==> config.mk <==
export PLATFORM = sky130hd
export DESIGN_NAME = fetch_decode_unit
export DESIGN_NICKNAME = d
export VERILOG_FILES = /design/src/rtl/fetch_decode_unit.sv
export SDC_FILE = /design/constraint.sdc
export NUM_CORES = 1
export LEC_CHECK = 0
export CORE_UTILIZATION = 30
export CTS_CLUSTER_DIAMETER = 120
export CTS_CLUSTER_SIZE = 30
export DETAILED_ROUTE_END_ITERATION = 16
export DONT_BUFFER_PORTS = 1
export PLACE_DENSITY = 0.46
export SETUP_SLACK_MARGIN = 0.02
export SLEW_MARGIN = 10
export SYNTH_ARGS = -nofsm -noshare
export SYNTH_HDL_FRONTEND = slang
export SYNTH_SLANG_ARGS = --single-unit
==> constraint.sdc <==
create_clock -name clk -period 1.31 [get_ports clk]
set_input_delay 0.3275 -clock clk [delete_from_list [all_inputs] [get_ports clk]]
set_output_delay 0.3275 -clock clk [all_outputs]
set_load 0.01 [all_outputs]
==> src/rtl/fetch_decode_unit.sv <==
// fetch_decode_unit: Wishbone classic single-transfer engine with instruction field decode.
module fetch_decode_unit #(
   parameter int ADDR_WIDTH = 32,
   parameter int DATA_WIDTH = 32
) (
   input  logic                  clk,
   input  logic                  reset,
   input  logic                  i_enable,
   input  logic [ADDR_WIDTH-1:0] i_pc,
   input  logic                  i_we,
   input  logic [DATA_WIDTH-1:0] i_value,
   input  logic [1:0]            i_data_width,
   output logic [DATA_WIDTH-1:0] o_instruction,
   output logic                  o_completed,
   output logic [ADDR_WIDTH-1:0] o_wb_addr,
   output logic [DATA_WIDTH-1:0] o_wb_data,
   output logic                  o_wb_we,
   output logic                  o_wb_cyc,
   output logic                  o_wb_stb,
   output logic [1:0]            o_data_width,
   input  logic                  i_wb_ack,
   input  logic [DATA_WIDTH-1:0] i_wb_data,
   output logic [3:0]            o_opcode,
   output logic [3:0]            o_extra,
   output logic [3:0]            o_operandA,
   output logic [3:0]            o_operandB,
   output logic [15:0]           o_immediate,
   output logic                  o_decoded
);
   localparam logic [1:0] IDLE   = 2'd0;
   localparam logic [1:0] BUS    = 2'd1;
   localparam logic [1:0] DONE   = 2'd2;
   localparam logic [1:0] DECODE = 2'd3;

   logic [1:0]            state_q, state_d;
   logic [ADDR_WIDTH-1:0] pc_q, pc_d;
   logic                  we_q, we_d;
   logic [DATA_WIDTH-1:0] value_q, value_d;
   logic [1:0]            width_q, width_d;
   logic [DATA_WIDTH-1:0] instr_q, instr_d;
   logic [DATA_WIDTH-1:0] dec_q, dec_d;
   logic [DATA_WIDTH-1:0] rd_data;

   // Narrow reads are zero-extended from the low lanes; widths 10 and 11 both mean word.
   assign rd_data = (width_q == 2'b00) ? {{(DATA_WIDTH-8){1'b0}}, i_wb_data[7:0]} :
                    (width_q == 2'b01) ? {{(DATA_WIDTH-16){1'b0}}, i_wb_data[15:0]} : i_wb_data;

   always_comb begin
      state_d = state_q;
      pc_d    = pc_q;
      we_d    = we_q;
      value_d = value_q;
      width_d = width_q;
      instr_d = instr_q;
      dec_d   = dec_q;
      case (state_q)
         IDLE: if (i_enable) begin
            state_d = BUS;
            pc_d    = i_pc;
            we_d    = i_we;
            value_d = i_value;
            width_d = i_data_width;
         end
         BUS: if (i_wb_ack) begin
            state_d = DONE;
            instr_d = we_q ? instr_q : rd_data;
         end
         DONE: begin
            state_d = we_q ? IDLE : DECODE;
            dec_d   = we_q ? dec_q : instr_q;
         end
         default: state_d = IDLE;
      endcase
   end

   always_ff @(posedge clk) begin
      if (!reset) begin
         state_q <= IDLE;
         pc_q    <= '0;
         we_q    <= 1'b0;
         value_q <= '0;
         width_q <= 2'b00;
         instr_q <= '0;
         dec_q   <= '0;
      end else begin
         state_q <= state_d;
         pc_q    <= pc_d;
         we_q    <= we_d;
         value_q <= value_d;
         width_q <= width_d;
         instr_q <= instr_d;
         dec_q   <= dec_d;
      end
   end

   assign o_wb_cyc      = state_q == BUS;
   assign o_wb_stb      = state_q == BUS;
   assign o_wb_we       = (state_q == BUS) && we_q;
   assign o_wb_addr     = pc_q;
   assign o_wb_data     = value_q;
   assign o_data_width  = width_q;
   assign o_completed   = state_q == DONE;
   assign o_decoded     = state_q == DECODE;
   assign o_instruction = instr_q;
   assign o_opcode      = dec_q[31:28];
   assign o_extra       = dec_q[27:24];
   assign o_operandA    = dec_q[23:20];
   assign o_operandB    = dec_q[19:16];
   assign o_immediate   = dec_q[15:0];
endmodule

# Word-level counts from Yosys, hierarchy flattened
# Cells that the tools add are included.
# totals
reg_bits,133
output_inout_bits,135
# classes
eq_ne,6
mux,6
n_bitwise,1
reduce_logical,7
# op_table
cell,n
32-bit two-way mux,2
2-bit two-way mux,3
2-bit case mux with 3 select lines,1
2-bit AND reduction,3
"2-bit by 1-bit equality test with 1-bit output, second input constant",2
"2-bit equality test, second input constant",2
2-bit zero test,2
3-bit AND reduction,1
"2-bit by 1-bit != test with 1-bit output, second input constant",1
"2-bit != test, second input constant",1
1-bit logical AND,1
1-bit inverter,1

# Depth between registers and ports, before layout
# depth
word_depth,3
mapped_depth,5

# Least setup slack after synthesis
# OpenSTA, ideal clock, no wires.
# synth_path
kind,reg-to-reg
from,register state_q[1]
to,register dec_q[10]
setup_time_ns,0.118
arrival_ns,1.140
path_slack_ns,0.052
stages_incl_launch_ff,5
path_buffers,2
period_less_slack_ns,1.258
cell_sequence,dfxtp_1 > or3b_1 > buf_6 > buf_12 > mux2i_1
# synth_via
elab_chain_cells,2
# synth_rtl
item,line,source
from (decl),35,"logic [1:0] state_q, state_d;"
from (signal assigned),86,state_q <= state_d;
2-bit equality test,56,case (state_q)
2-bit AND reduction (no source line),n/a,
to (signal assigned),84,dec_q <= '0;
to (signal assigned),92,dec_q <= dec_d;
to (decl),41,"logic [DATA_WIDTH-1:0] dec_q, dec_d;"
# No other way between the ends.
# A chain may end at the register's enable or synchronous reset.

# Worst setup path after layout
# layout_path
from,register state_q[1]
to,output o_wb_we
# layout_via
elab_chain_cells,2
# layout_rtl
item,line,source
2-bit by 1-bit equality test with 1-bit output,98,assign o_wb_we = (state_q == BUS) && we_q;
1-bit logical AND,98,
to (decl),17,"output logic o_wb_we,"
# No other way between the ends.

==> results.yml <==
timing:
  clock_skew_ns: 0.003642
  fmax_ghz: 0.6469
  slew_violations: 0
  finalCriticalPeriod_ns: 1.546
  setup_tns_ns: -13.73
  timing.final.ws_setup_ns: -0.2359
  grt_setup_unrepaired: "yes"
  period_share: 1.180
  setup_viol: 133
  hold_violations: 0
  worstMarginPinSlew_ns: 0.3005
  max_slew_margin: 0.7996
layout:
  final_area_sq_mm: 0.006763
  drive_above_1_share: 0.1556
  diodes: 0
  fillers: 1655
  regArea_sq_mm: 0.002670
  multi_input_area_sq_mm: 0.002360
  nNetsFinal: 676
  area_delta_synth_final_pct: 28.60
global_routing:
  antenna_found_initial: 0
  grtUsageTotal: 0.1525
  grt_start_max_net_pins: 233
  grt_overflow: 0
  grt_pass1_wl_um: 20530
  grt_pass1_vias: 3709
worst_setup_path:
  slowest_delay_ns: 0.32
  slowest_stage: "dfxtp_2"
  crit_family: "simple AND/OR/NAND/NOR gates"
  arrival_ns: 1.22
  end_kind: "primary output"
  cp_cell_sequence: "buf_6 > and2b_1 > and2_4"
  path_class: "flop to primary output"
  crit_buf_inv: 1
  cp.required_ns: 0.98
  worstPathMaxFanout: 3
  crit_path_start_kind: "flop"
route:
  dr_total_vias: 3831
  drt_iter0_markers: 135
  wl_per_cell_um: 17.58
  drtPass1Iterations: 4
  wl_um: 14240
  drc: 0
  vias_per_cell: 4.730
  ant_nets: 0
logic_synthesis:
  synth_top_area_frac: 0.5063
  yosys_register_bits: 133
  netlist_instances: 553
  synth_warnings: 0
  synth_area_leaders: "dfxtp_1 (51%), mux2i_1 (25%), nand2_1 (15%)"
  yosysTopAreaCell: "dfxtp_1"
  synth_cell_type_count: 20
  syn_nets: 656
  seq_area_frac_synth: 0.5063
  syn_area_per_cell_sq_um: 9.510
  synthesis.area_sq_mm: 0.005259
worst_hold_path:
  min-delay-path-class: "input port to flop"
die:
  die-area_sq_mm: 0.01806
  io_pins: 238
  num_rows: 48
  floorplan.initialDensity: 0.3051
  dieWidth_um: 134.4
  core-area_sq_mm: 0.01724
  die_y_um: 134.4
cts:
  cts_sinks: 133
  clk_latency_ns: 0.41
  cts_tree: "done"
  cts_made_buffers: 17
  clk_pin_slew_ns: 0.06
  h-tree-depth: 4
  cts-root-buf: "clkbuf_16"
  cts_hold_buf: 0
  cts_buffer_depth: 2
placed_design:
  portBuffers: 0
  hpwlAfterDp_um: 8545
  placedInstanceArea_sq_mm: 0.005493
  place.gp.congestion: 0.7130
power_and_ir_drop:
  power.density_mw_per_mm2: 1557
  leakage_nw: 2.816
  ir_worst_vdd_mv: 0.8377
flow_run:
  timing.max_cap.violations: 0
status:
  violations: "negative setup slack"
  status: "finished, violations left"
==> cell type report <==
type	count	area share
flip-flops and latches	133	0.3948
clock inverters	9	0.01850
multi-input cells	373	0.3489
well taps	225	0.04163
clock buffers	22	0.07160
repair buffers	48	0.1245
==> synthesized netlist by cell type (all sizes together) <==
library cell / instances
mux2i: 131
dfxtp: 133
and2: 2
and2b: 1
buf: 24
o31a: 1
nand3b: 1
o211ai: 8
a21boi: 1
nor2b: 1
or3b: 1
clkbuf: 23
nor3b: 3
nand2: 206
nand3: 16
and4bb: 1
==> flip-flops by register name, indices dropped and copies added, names as in the netlist <==
signal	cells
o_data_width	2
state_q	2
o_wb_addr	32
o_instruction	32
o_wb_data	32
we_q	1
dec_q	32
==> worst paths after layout <==
| check | startpoint | endpoint | slack (ns) | cells past startpoint |
|---|---|---|---|---|
| min reg2reg | o_wb_addr[26] | o_wb_addr[26] | 0.50 | 2 |
| min | i_wb_data[2] | o_instruction[2] | 0.06 | 2 |
| max | state_q[1] | o_wb_we | -0.24 | 3 |
| max reg2reg | state_q[1] | o_wb_addr[28] | -0.17 | 7 |
==> logic make-up (layout without fill, tap and decap cells) <==
kind of cell           after synthesis  count (layout)  share of synthesized area
buffers and inverters               47              79                    0.05282
AOI/OAI and AO/OA                   10              10                    0.01451
muxes                              131             131                     0.2493
and+or+nand+nor                    232             232                     0.1770
DFF                                133             133                     0.5063
==> per-stage QoR <==
stage          power, W  setup slack, ns  utilization  hold WS [ns]  instances
3_5_place_dp   0.005286         -0.06625       0.3187        0.4776        751
6_report        0.01053          -0.2359       0.3923       0.05515        810
4_1_cts         0.01065          -0.2591       0.3871       0.02735        805
2_1_floorplan  0.005163          0.05229            -        0.4608        553
5_1_grt         0.01094          -0.2806       0.3923       0.03129        810
3_3_place_gp   0.005264         0.003270       0.3187        0.4729        751
==> routing by layer <==
layer	GRT usage	share of wire	vias to the layer above
li1	-	-	1876
met1	0.1625	0.39	1773
met2	0.2530	0.49	169
met3	0.07785	0.11	13
met4	0.06554	0.014	0
met5	0	0	-
==> power breakdown <==
group,total [W],switching (W),leakage [nW],internal [W]
registers,0.00448,0.000231,1.09,0.00425
logic,0.00112,0.000450,1.43,0.000667
clock network,0.00493,0.00176,0.298,0.00317
==> cells in the final DEF, fill, tap and decap left out, types with 7 or more instances in the layout <==
master | netlist | final
nand2_1 | 206 | 206
mux2i_1 | 131 | 129
dfxtp_1 | 133 | 129
clkbuf_16 | 0 | 21
nand3_1 | 16 | 16
buf_6 | 3 | 15
buf_12 | 3 | 9
o211ai_1 | 8 | 8
buf_16 | 0 | 7
buf_8 | 0 | 7
==> timing repair <==
item / in CTS / in global routing
cloned: 12 / 4
pin swaps: 3 / 4
setup endpoints to repair: 120 / 138
setup buffers: 13 / 9
gates resized for setup: 39 / 17
(Power assumes the default switching activity.)
